### config.mk
export PLATFORM = sky130hd
export DESIGN_NAME = hram_cmd_parser_flat
export DESIGN_NICKNAME = d
export VERILOG_FILES = /design/src/rtl/hram_cmd_parser_pkg.sv /design/src/rtl/hram_cmd_parser_if.sv /design/src/rtl/hram_resp_serializer.sv /design/src/rtl/hram_cmd_parser.sv /design/src/flat_wrapper.sv
export SDC_FILE = /design/constraint.sdc
export NUM_CORES = 1
export LEC_CHECK = 0
export ABC_AREA = 1
export BUFFER_PORTS_ARGS = -buffer_cell sky130_fd_sc_hd__buf_4
export CORE_MARGIN = 5
export CORE_UTILIZATION = 60
export CTS_CLUSTER_DIAMETER = 40
export DETAILED_ROUTE_END_ITERATION = 16
export PLACE_DENSITY_LB_ADDON = 0.2
export REMOVE_ABC_BUFFERS = 1
export SLEW_MARGIN = 20
export SYNTH_ARGS = -nofsm -noshare
export SYNTH_HDL_FRONTEND = slang
export SYNTH_SLANG_ARGS = --single-unit
### constraint.sdc
create_clock -name clk -period 3.8 [get_ports clk]
set_input_delay 0 -clock clk [delete_from_list [all_inputs] [get_ports clk]]
set_output_delay 0 -clock clk [all_outputs]
set_load 0.02 [all_outputs]
### src/rtl/hram_cmd_parser_pkg.sv
// rtl/hram_cmd_parser_pkg.sv - command codes, response constants and FSM encodings for hram_cmd_parser
package hram_cmd_pkg;

    localparam int FRAME_BYTES = 5;
    localparam int RESP_BYTES  = 4;

    localparam logic [7:0] CMD_ADDR     = 8'h01;
    localparam logic [7:0] CMD_LOAD     = 8'h02;
    localparam logic [7:0] CMD_WRITE    = 8'h03;
    localparam logic [7:0] CMD_READ     = 8'h04;
    localparam logic [7:0] CMD_READ_REQ = 8'h05;
    localparam logic [7:0] CMD_COUNT    = 8'h06;
    localparam logic [7:0] CMD_CONST    = 8'h07;

    localparam logic [31:0] RESP_WRITE    = 32'h0000_0003;
    localparam logic [31:0] RESP_READ_REQ = 32'h0000_0005;
    localparam logic [31:0] RESP_CONST    = 32'h0000_0103;
    localparam logic [31:0] RESP_BAD      = 32'hFFFF_FFFF;

    typedef enum logic [1:0] {
        PS_RX,
        PS_EXEC,
        PS_MEM_WAIT,
        PS_RESP
    } parse_state_t;

    typedef enum logic [1:0] {
        SER_IDLE,
        SER_TX_START,
        SER_TX_LOW,
        SER_TX_HIGH
    } ser_state_t;

    function automatic logic is_mem_cmd(input logic [7:0] cmd);
        return (cmd == CMD_WRITE) || (cmd == CMD_READ_REQ);
    endfunction

endpackage

### src/rtl/hram_cmd_parser_if.sv
// rtl/hram_cmd_parser_if.sv - uart and hyper_xface side signals of the command parser
interface hram_cmd_parser_if;
    logic        rx_rcv;
    logic [7:0]  rx_data;
    logic        tx_ready;
    logic        tx_start;
    logic [7:0]  tx_data;
    logic        mem_busy;
    logic        rd_rdy;
    logic [31:0] rd_d;
    logic [31:0] addr;
    logic [31:0] wr_d;
    logic        wr_req;
    logic        rd_req;
    logic        frame_err;

    modport master (
        input  rx_rcv, rx_data, tx_ready, mem_busy, rd_rdy, rd_d,
        output tx_start, tx_data, addr, wr_d, wr_req, rd_req, frame_err
    );

    modport slave (
        output rx_rcv, rx_data, tx_ready, mem_busy, rd_rdy, rd_d,
        input  tx_start, tx_data, addr, wr_d, wr_req, rd_req, frame_err
    );
endinterface

### src/rtl/hram_resp_serializer.sv
// rtl/hram_resp_serializer.sv - sends a 32-bit response MSB first as four uart_tx bytes
module hram_resp_serializer
    import hram_cmd_pkg::*;
(
    input  logic        clk,
    input  logic        rstn,
    input  logic        load,
    input  logic [31:0] resp_in,
    input  logic        tx_ready,
    output logic        tx_start,
    output logic [7:0]  tx_data,
    output logic        busy,
    output logic        done
);

    ser_state_t  state, state_nx;
    logic [31:0] shreg;
    logic [2:0]  tx_left;

    always_ff @(posedge clk or negedge rstn) begin
        if (!rstn) begin
            state   <= SER_IDLE;
            shreg   <= '0;
            tx_left <= '0;
        end else begin
            state <= state_nx;
            if (load && state == SER_IDLE) begin
                shreg   <= resp_in;
                tx_left <= 3'(RESP_BYTES);
            end else if (state == SER_TX_LOW && !tx_ready) begin
                shreg   <= {shreg[23:0], 8'h00};
                tx_left <= tx_left - 3'd1;
            end
        end
    end

    // uart_tx acknowledges a start by dropping tx_ready; only then is the byte committed
    always_comb begin
        state_nx = state;
        tx_start = 1'b0;
        done     = 1'b0;
        unique case (state)
            SER_IDLE:     if (load) state_nx = SER_TX_START;
            SER_TX_START: if (tx_ready) begin
                tx_start = 1'b1;
                state_nx = SER_TX_LOW;
            end
            SER_TX_LOW:   if (!tx_ready) state_nx = SER_TX_HIGH;
            SER_TX_HIGH:  if (tx_ready) begin
                if (tx_left == 3'd0) begin
                    done     = 1'b1;
                    state_nx = SER_IDLE;
                end else begin
                    state_nx = SER_TX_START;
                end
            end
            default:      state_nx = SER_IDLE;
        endcase
    end

    assign tx_data = shreg[31:24];
    assign busy    = (state != SER_IDLE);

endmodule

### src/rtl/hram_cmd_parser.sv
// rtl/hram_cmd_parser.sv - 5-byte serial command engine driving hyper_xface; CMD_TIMEOUT_EN adds partial-frame timeout
module hram_cmd_parser
    import hram_cmd_pkg::*;
#(
    parameter int TIMEOUT_CYCLES = 2400000,
    parameter int CNT_W          = 22
)
(
    input  logic              clk,
    input  logic              rstn,
    hram_cmd_parser_if.master bus
);

    if (TIMEOUT_CYCLES < 1 || TIMEOUT_CYCLES > (1 << CNT_W)) begin : g_bad_timeout
        $error("CNT_W too narrow for TIMEOUT_CYCLES");
    end

    parse_state_t state, state_nx;
    logic [39:0]  frame;
    logic [2:0]   byte_cnt;
    logic [31:0]  addr_q, wr_d_q, rd_latch, count;
    logic         frame_err_q;
    logic [7:0]   cmd;
    logic [31:0]  data;
    logic [31:0]  resp;
    logic         shift_en, frame_done, drop, exec_apply;
    logic         wr_req_c, rd_req_c;
    logic         ser_load, ser_busy, ser_done, ser_tx_start;
    logic [7:0]   ser_tx_data;
    logic         timeout_hit;

    assign cmd  = frame[39:32];
    assign data = frame[31:0];

`ifdef CMD_TIMEOUT_EN
    logic [CNT_W-1:0] idle_cnt;

    assign timeout_hit = (state == PS_RX) && (byte_cnt != 3'd0) &&
                         (byte_cnt != 3'(FRAME_BYTES)) && !bus.rx_rcv &&
                         (idle_cnt == CNT_W'(TIMEOUT_CYCLES - 1));

    always_ff @(posedge clk or negedge rstn) begin
        if (!rstn)
            idle_cnt <= '0;
        else if (state != PS_RX || byte_cnt == 3'd0 || bus.rx_rcv || timeout_hit)
            idle_cnt <= '0;
        else
            idle_cnt <= idle_cnt + 1'b1;
    end
`else
    assign timeout_hit = 1'b0;
`endif

    always_ff @(posedge clk or negedge rstn) begin
        if (!rstn) begin
            state       <= PS_RX;
            frame       <= '0;
            byte_cnt    <= '0;
            addr_q      <= '0;
            wr_d_q      <= '0;
            rd_latch    <= '0;
            count       <= '0;
            frame_err_q <= 1'b0;
        end else begin
            state <= state_nx;
            if (bus.rd_rdy)
                rd_latch <= bus.rd_d;
            if (drop)
                frame_err_q <= 1'b1;
            if (shift_en) begin
                frame    <= {frame[31:0], bus.rx_data};
                byte_cnt <= byte_cnt + 3'd1;
            end else if (frame_done || timeout_hit) begin
                byte_cnt <= '0;
            end
            if (exec_apply) begin
                case (cmd)
                    CMD_ADDR:  addr_q <= data;
                    CMD_LOAD:  wr_d_q <= data;
                    CMD_COUNT: count  <= count + 32'd1;
                    default:   ;
                endcase
            end
        end
    end

    // A byte landing on the cycle a full frame hands off to EXEC is treated as outside RX
    always_comb begin
        state_nx   = state;
        shift_en   = 1'b0;
        frame_done = 1'b0;
        drop       = 1'b0;
        exec_apply = 1'b0;
        ser_load   = 1'b0;
        wr_req_c   = 1'b0;
        rd_req_c   = 1'b0;
        unique case (state)
            PS_RX: begin
                if (byte_cnt == 3'(FRAME_BYTES)) begin
                    frame_done = 1'b1;
                    drop       = bus.rx_rcv;
                    state_nx   = PS_EXEC;
                end else begin
                    shift_en = bus.rx_rcv;
                end
            end
            PS_EXEC: begin
                drop = bus.rx_rcv;
                if (!ser_busy) begin
                    if (is_mem_cmd(cmd)) begin
                        state_nx = PS_MEM_WAIT;
                    end else begin
                        exec_apply = 1'b1;
                        ser_load   = 1'b1;
                        state_nx   = PS_RESP;
                    end
                end
            end
            PS_MEM_WAIT: begin
                drop = bus.rx_rcv;
                if (!bus.mem_busy) begin
                    wr_req_c = (cmd == CMD_WRITE);
                    rd_req_c = (cmd == CMD_READ_REQ);
                    ser_load = 1'b1;
                    state_nx = PS_RESP;
                end
            end
            PS_RESP: begin
                drop = bus.rx_rcv;
                if (ser_done)
                    state_nx = PS_RX;
            end
            default: state_nx = PS_RX;
        endcase
    end

    // Response reflects the value being written, so ADDR/LOAD echo the frame data directly
    always_comb begin
        resp = RESP_BAD;
        case (cmd)
            CMD_ADDR:     resp = data;
            CMD_LOAD:     resp = data;
            CMD_WRITE:    resp = RESP_WRITE;
            CMD_READ:     resp = rd_latch;
            CMD_READ_REQ: resp = RESP_READ_REQ;
            CMD_COUNT:    resp = count;
            CMD_CONST:    resp = RESP_CONST;
            default:      resp = RESP_BAD;
        endcase
    end

    hram_resp_serializer u_ser (
        .clk      (clk),
        .rstn     (rstn),
        .load     (ser_load),
        .resp_in  (resp),
        .tx_ready (bus.tx_ready),
        .tx_start (ser_tx_start),
        .tx_data  (ser_tx_data),
        .busy     (ser_busy),
        .done     (ser_done)
    );

    assign bus.tx_start  = ser_tx_start;
    assign bus.tx_data   = ser_tx_data;
    assign bus.addr      = addr_q;
    assign bus.wr_d      = wr_d_q;
    assign bus.wr_req    = wr_req_c;
    assign bus.rd_req    = rd_req_c;
    assign bus.frame_err = frame_err_q;

endmodule

### src/flat_wrapper.sv
// flat-port wrapper written by rule: the top's interface ports become plain ports
module hram_cmd_parser_flat import hram_cmd_pkg::*;
#(
    parameter int TIMEOUT_CYCLES = 2400000,
    parameter int CNT_W          = 22
)
  (clk, rstn, bus_rx_rcv, bus_rx_data, bus_tx_ready, bus_mem_busy, bus_rd_rdy, bus_rd_d, bus_tx_start, bus_tx_data, bus_addr, bus_wr_d, bus_wr_req, bus_rd_req, bus_frame_err);
  hram_cmd_parser_if bus_i ();
  input  logic clk;
  input  logic rstn;
  input wire logic [$bits(bus_i.rx_rcv)-1:0] bus_rx_rcv;
  input wire logic [$bits(bus_i.rx_data)-1:0] bus_rx_data;
  input wire logic [$bits(bus_i.tx_ready)-1:0] bus_tx_ready;
  input wire logic [$bits(bus_i.mem_busy)-1:0] bus_mem_busy;
  input wire logic [$bits(bus_i.rd_rdy)-1:0] bus_rd_rdy;
  input wire logic [$bits(bus_i.rd_d)-1:0] bus_rd_d;
  output wire logic [$bits(bus_i.tx_start)-1:0] bus_tx_start;
  output wire logic [$bits(bus_i.tx_data)-1:0] bus_tx_data;
  output wire logic [$bits(bus_i.addr)-1:0] bus_addr;
  output wire logic [$bits(bus_i.wr_d)-1:0] bus_wr_d;
  output wire logic [$bits(bus_i.wr_req)-1:0] bus_wr_req;
  output wire logic [$bits(bus_i.rd_req)-1:0] bus_rd_req;
  output wire logic [$bits(bus_i.frame_err)-1:0] bus_frame_err;
  assign bus_i.rx_rcv = bus_rx_rcv;
  assign bus_i.rx_data = bus_rx_data;
  assign bus_i.tx_ready = bus_tx_ready;
  assign bus_i.mem_busy = bus_mem_busy;
  assign bus_i.rd_rdy = bus_rd_rdy;
  assign bus_i.rd_d = bus_rd_d;
  assign bus_tx_start = bus_i.tx_start;
  assign bus_tx_data = bus_i.tx_data;
  assign bus_addr = bus_i.addr;
  assign bus_wr_d = bus_i.wr_d;
  assign bus_wr_req = bus_i.wr_req;
  assign bus_rd_req = bus_i.rd_req;
  assign bus_frame_err = bus_i.frame_err;
  hram_cmd_parser #(.TIMEOUT_CYCLES(TIMEOUT_CYCLES), .CNT_W(CNT_W)) u_core (.clk(clk), .rstn(rstn), .bus(bus_i));
endmodule
### Word-level counts from Yosys, hierarchy flattened

Cells that the tools add are included.

| word-level totals | value |
|---|---|
| register bits after elaboration | 211 |
| bits of input ports | 46 |
| output and inout bits | 76 |
| word-level logic and storage cells | 92 |

| operators by class | value |
|---|---|
| add/subtract/negate cells | 3 |
| equal/unequal tests | 22 |
| multiplexer cells | 39 |
| reduce and logical (&&, ||, !) cells | 17 |

Operators by type and width:

| operator | number |
|---|---|
| 32-bit case mux with 6 select lines | 1 |
| 32-bit 2-to-1 mux | 2 |
| 32-bit by 1-bit adder with 32-bit output (second input constant) | 1 |
| 8-bit by 3-bit equality test with 1-bit output (second input constant) | 4 |
| 1-bit 2-to-1 mux | 20 |
| 8-bit by 2-bit equality test with 1-bit output (second input constant) | 2 |
| 2-bit 2-to-1 mux | 8 |
| 2-bit case mux with 4 select lines | 2 |
| 3-bit 2-to-1 mux | 4 |
| 2-bit != test (second input constant) | 6 |
| 2-bit equality test (second input constant) | 4 |
| 8-bit by 1-bit equality test with 1-bit output (second input constant) | 1 |
| 4-bit AND reduction | 2 |
| 2-bit AND reduction | 3 |
| 2-bit nonzero test | 3 |
| 2-bit by 1-bit equality test with 1-bit output (second input constant) | 2 |
| 2-bit zero test | 2 |
| 2-bit by 1-bit != test with 1-bit output (second input constant) | 2 |
| 1-bit case mux with 2 select lines | 2 |
| 3-bit by 1-bit adder with 3-bit output (second input constant) | 1 |
| 3-bit equality test (second input constant) | 1 |
| 3-bit zero test | 1 |
| 3-bit OR reduction | 1 |
| 3-bit by 1-bit subtractor with 3-bit output (second input constant) | 1 |
| 4 further kinds | 5 |

### Depth between registers and ports, before layout

| logic depth | value |
|---|---|
| depth after elaboration | 7 |
| depth in mapped cells | 13 |
| gate-level depth less buffers | 11 |

### Modules after synthesis

From an unflattened synthesis, not the netlist that was laid out.

| unflattened totals | value |
|---|---|
| cells, all modules | 1332 |
| area total of the unflattened synthesis | 10563.9 um^2 |

By module, submodules not included:

| module | instances | cells each | area an instance (um^2) | seq. area each (um^2) |
|---|---|---|---|---|
| hram_cmd_parser | 1 | 1116 | 8687.1 | 4354.2 |
| hram_resp_serializer | 1 | 216 | 1876.8 | 925.9 |

### Worst setup path after synthesis

Ideal clock, no wire load.

| path | value |
|---|---|
| path kind | reg2reg |
| from | reg u_core.u_ser.state[0] |
| to | reg u_core.state[0] |
| library setup time | 129 ps |
| data arrival time | 1590 ps |
| required time | 3671 ps |
| path slack | 2081 ps |
| cell stages (with the launch flop) | 9 |
| path buffers | 1 |
| clock period less this slack | 1719 ps |
| cell sequence | dfrtp_1 inv_1 ha_1 buf_2 inv_1 a221oi_1 nand2_1 o21ai_0 o21ai_0 |

| between the ends | value |
|---|---|
| word-level cells in the longest chain between the ends | 4 |
| elaborated cells on any way between the ends | 6 |
| those cells by class | 3 x eq/ne; 1 x mux; 2 x reduce/logical |

Ends and longest elaborated chain:

| element | RTL line | text |
|---|---|---|
| from (decl) | hram_resp_serializer.sv:16 | `ser_state_t state, state_nx;` |
| from (signal assigned) | hram_resp_serializer.sv:26 | `state <= state_nx;` |
| 2-bit equality test | hram_resp_serializer.sv:42 | `unique case (state)` |
| 1-bit 2-to-1 mux | hram_resp_serializer.sv:42 |  |
| 2-bit by 1-bit != test with 1-bit output (no source line) | - |  |
| 4-bit AND reduction (no source line) (*) | - |  |
| to (signal assigned) | hram_cmd_parser.sv:65 | `state <= state_nx;` |
| to (decl) | hram_cmd_parser.sv:18 | `parse_state_t state, state_nx;` |

Mark *: on every way between the ends. The rest lies on a longest branch, timed or not.
A chain may end at the register's enable or synchronous reset.

### Worst setup path in the final report

| path | value |
|---|---|
| from | reg u_core.u_ser.state[0] |
| to | reg u_core.u_ser.shreg[19] |

| between the ends | value |
|---|---|
| word-level cells in the longest chain between the ends | 5 |
| elaborated cells on any way between the ends | 9 |
| those cells by class | 1 x eq/ne; 3 x mux; 5 x reduce/logical |

Ends and longest elaborated chain:

| element | RTL line | text |
|---|---|---|
| 2-bit nonzero test | hram_resp_serializer.sv:62 | `assign busy = (state != SER_IDLE);` |
| 1-bit 2-to-1 mux | hram_cmd_parser.sv:109 | `if (!ser_busy) begin` |
| 1-bit case mux with 2 select lines | hram_cmd_parser.sv:97 | `unique case (state)` |
| 1-bit logical AND | hram_resp_serializer.sv:27 | `if (load && state == SER_IDLE) begin` |
| 32-bit 2-to-1 mux or 2-bit nonzero test (tied branches) | - |  |
| to (signal assigned) | hram_resp_serializer.sv:28 | `shreg <= resp_in;` |
| to (signal assigned) | hram_resp_serializer.sv:31 | `shreg <= {shreg[23:0], 8'h00};` |
| to (decl) | hram_resp_serializer.sv:17 | `logic [31:0] shreg;` |

Parallel ways exist; a longest one is shown, timed or not.

==> impl_metrics.csv <==
group,metric,value,unit
critical_path,rr_startpoint,"u_core.u_ser.state[0]",
timing,finalHoldViolCount,0,
floorplan,core,0.0171,sq mm
global_route,grt_util_all_layers,29.6,%
clock_network,cts_tree,"done",
timing,final.setup.worst_slack,1.30,ns
global_route,gr-total-overflow,0,
timing,rsz0062_at_grt,"false",
placed_design,io_buffers,121,
synthesis,ys_seq_area_share,51.0,%
detailed_routing,via_count,9067,
run_status,status,"finished clean",
detailed_routing,drc,0,
synthesis,synth_cell_types,35,
pwr,max-vdd-ir-drop,371,uV
clock_network,cts.sinks,211,
floorplan,fp-row-count,48,
critical_path,worstSetupEndpointType,"flop",
clock_network,ctsResizeCount,0,
timing,period_minus_slack,2.50,ns
detailed_routing,wl,29000,um
critical_path,critical_path_class,"flop to flop",
timing,finalCritPeriodShare,65.9,%
cells_and_area,finalCoreUtilization,76.1,%
placed_design,place_ws,1.35,ns
clock_network,numCtsBuffers,35,
placed_design,routabilityCongestion,0.933,
synthesis,synth_top_area_cell,"dfrtp_1",
timing,fmax,399,MHz
clock_network,clockBufferDepth,3,
critical_path,critPathArrivalTime,2.88,ns
synthesis,synthesis.area,0.0103,sq mm
critical_path,worstPathRequired,4.18,ns
timing,whs,0.00541,ns
clock_network,htreeDepth,2,
min_path,hold_depth,3,
pwr,power.density,460,mW/mm^2
detailed_routing,ant_nets,0,
floorplan,ios,122,
floorplan,die_y,141,um
global_route,first_global_vias,9126,
clock_network,path_clk_slew,0.05,ns
clock_network,cts_post_setup_buffers_inserted,0,
synthesis,synth_area_per_cell,8.25,sq um
cells_and_area,nFillCells,1245,
min_path,holdPathEnd,"u_core.rd_latch[3]",
critical_path,r2r-end,"u_core.u_ser.shreg[19]",
timing,drv_slew,0,
min_path,hp-start,"bus_rd_rdy",
timing,max-slew-margin-rel,45.8,%
synthesis,syn_inst,1255,
critical_path,rrSetupSlack,1.30,ns
global_route,grt_max_degree,93,
clock_network,clk_latency,0.51,ns
pwr,p_total,5.99,mW
synthesis,synth-seq-cells,211,
synthesis,yosys_warnings,0,
critical_path,cp-start-kind,"flop",
timing,tightest_slew,0.811,ns
run,cap_viol_max_count,0,
placed_design,dp_hpwl,18500,um
min_path,hp-class,"input pin to flop",
synthesis,netlist.area_leader.share,51.0,%
detailed_routing,vias_per_cell,5.49,
global_route,grt_pass1_wl,47400,um
detailed_routing,drt_iter0_markers,785,
detailed_routing,dr.pass1.iters,5,
timing,setup_viol,0,
critical_path,path_max_fanout,31,
cells_and_area,antenna_cells,0,
floorplan,start_util,60.5,%
detailed_routing,wl_per_cell,17.6,um
critical_path,reg2reg_depth,7,
timing,clock_skew,0.0248,ns
floorplan,dieWidth,141,um
cells_and_area,drive_gt1_share,17.0,%
clock_network,cts_root_buffer,"clkbuf_16",
cells_and_area,syn_to_final_growth,25.9,%
global_route,antenna_found_initial,0,
synthesis,synthTopCellsByArea,"dfrtp_1, nand2_1, nand3_1",
timing,setup-tns-final,0,ns
floorplan,die-area,0.0200,sq mm
cells_and_area,nets,1462,
pwr,leakage,5.98,nW
==> per-stage QoR <==
stage	area (sq um)	cells
finish	13000	1652
global route	13000	1652
CTS	13000	1652
detailed placement	11300	1546
global placement	11300	1546
floorplan	10000	1190
==> power by group <==
part	switching, mW	internal (mW)
combinational	0.0870	0.0873
sequential	0.0214	2.28
clock	1.15	2.37
total	1.26	4.74
==> critical path, stage by stage (launching register included) <==
cell	delay (ns)
dfrtp_1	0.44
inv_1	0.11
ha_1	0.24
buf_4	0.37
nand3_2	0.61
buf_4	0.43
nand3_1	0.09
nand3_1	0.09
==> cell families after synthesis <==
kind of cell	count (synthesis)	share of synthesized area, %
DFF	211	51.0
buffers and inverters	222	9.07
and+or+nand+nor	581	24.4
adders and majority gates	14	1.69
muxes	24	2.60
xor gates and xnor gates	28	2.37
AOI/OAI and AO/OA	175	8.86
==> sequential cells by signal, indices dropped and copies added (netlist names) <==
register,count
u_core.bus.addr,32
u_core.bus.frame_err,1
u_core.bus.wr_d,32
u_core.byte_cnt,3
u_core.count,32
u_core.frame,40
u_core.rd_latch,32
u_core.state,2
u_core.u_ser.shreg,32
u_core.u_ser.state,2
u_core.u_ser.tx_left,3
==> synthesized netlist by cell type <==
cell type	n
a21oi_1	14
buf_4	14
mux2i_1	1
nor2_1	79
nand3_4	1
a221oi_1	1
buf_1	3
a21o_1	1
xor2_1	22
dfrtp_1	211
nand2_1	308
inv_2	5
nand3_2	3
nand3_1	149
buf_6	2
nand4_4	1
o32ai_1	1
clkbuf_1	20
nand2_2	6
nor3_1	19
o211ai_1	1
nand4_1	6
o22ai_1	5
xnor2_1	6
nor2_2	3
buf_2	26
nand2_4	1
ha_1	14
o21ai_0	101
a21oi_4	2
o21ai_1	49
nor2_4	5
clkinv_4	1
inv_1	151
mux2_2	23
==> per-layer routing <==
metal | GRT usage [%] | part of all wire [%] | up-vias
met3 | 5.16 | 6.2 | 72
met5 | 0 | 0 | -
met2 | 49.1 | 49 | 317
met4 | 10.7 | 3.3 | 0
met1 | 39.3 | 41 | 4370
li1 | - | - | 4308
==> area by class of cell <==
class	instances	area, sq um	share of cell area (%)
sequential	211	5280	40.5
multi-input combinational	822	4140	31.7
timing repair buffer	175	1440	11.1
clock buffer	42	965	7.40
inverter	157	594	4.56
clock inverter	20	333	2.55
tap	225	282	2.16
==> cells in the final DEF (no fill, tap or decap), types with 2 or more instances in the layout <==
master / Yosys / final
nand4_1: 6 / 6
o22ai_1: 5 / 5
o21ai_1: 49 / 49
nor2_2: 3 / 3
nor2_1: 79 / 79
buf_4: 14 / 129
mux2_2: 23 / 23
clkinv_4: 1 / 2
nand2_2: 6 / 8
nor2_4: 5 / 5
nor3_1: 19 / 19
xor2_1: 22 / 22
xnor2_1: 6 / 6
nand3_2: 3 / 3
clkinvlp_4: 0 / 4
clkinv_2: 0 / 2
ha_1: 14 / 14
nand2_1: 308 / 306
dfrtp_1: 211 / 211
inv_2: 5 / 5
inv_6: 0 / 5
clkbuf_8: 0 / 3
clkbuf_16: 0 / 37
inv_1: 151 / 151
dlygate4sd3_1: 0 / 44
clkbuf_1: 20 / 3
o21ai_0: 101 / 101
a21oi_4: 2 / 2
nand3_1: 149 / 149
bufinv_16: 0 / 8
a21oi_1: 14 / 14
==> repair_timing <==
| item | 4_1_cts | 5_1_grt |
|---|---|---|
| hold buffers | 44 | 0 |
| endpoints found under the setup margin | 0 | 0 |
| hold endpoints to repair | 128 | 0 |
==> how the worst max path moves through the flow <==
stage                          startpoint                      to  slack, ns  depth (start not counted)
global placement    u_core.u_ser.state[0]  u_core.u_ser.shreg[10]       1.43                          7
finish              u_core.u_ser.state[0]  u_core.u_ser.shreg[19]       1.30                          7
global route        u_core.u_ser.state[0]  u_core.u_ser.shreg[19]       1.14                          7
detailed placement  u_core.u_ser.state[0]  u_core.u_ser.shreg[27]       1.35                          7
CTS                 u_core.u_ser.state[0]  u_core.u_ser.shreg[19]       1.34                          7
floorplan           u_core.u_ser.state[0]  u_core.u_ser.shreg[10]       1.08                          7
Note: power is estimated with default switching activity, not from simulation.
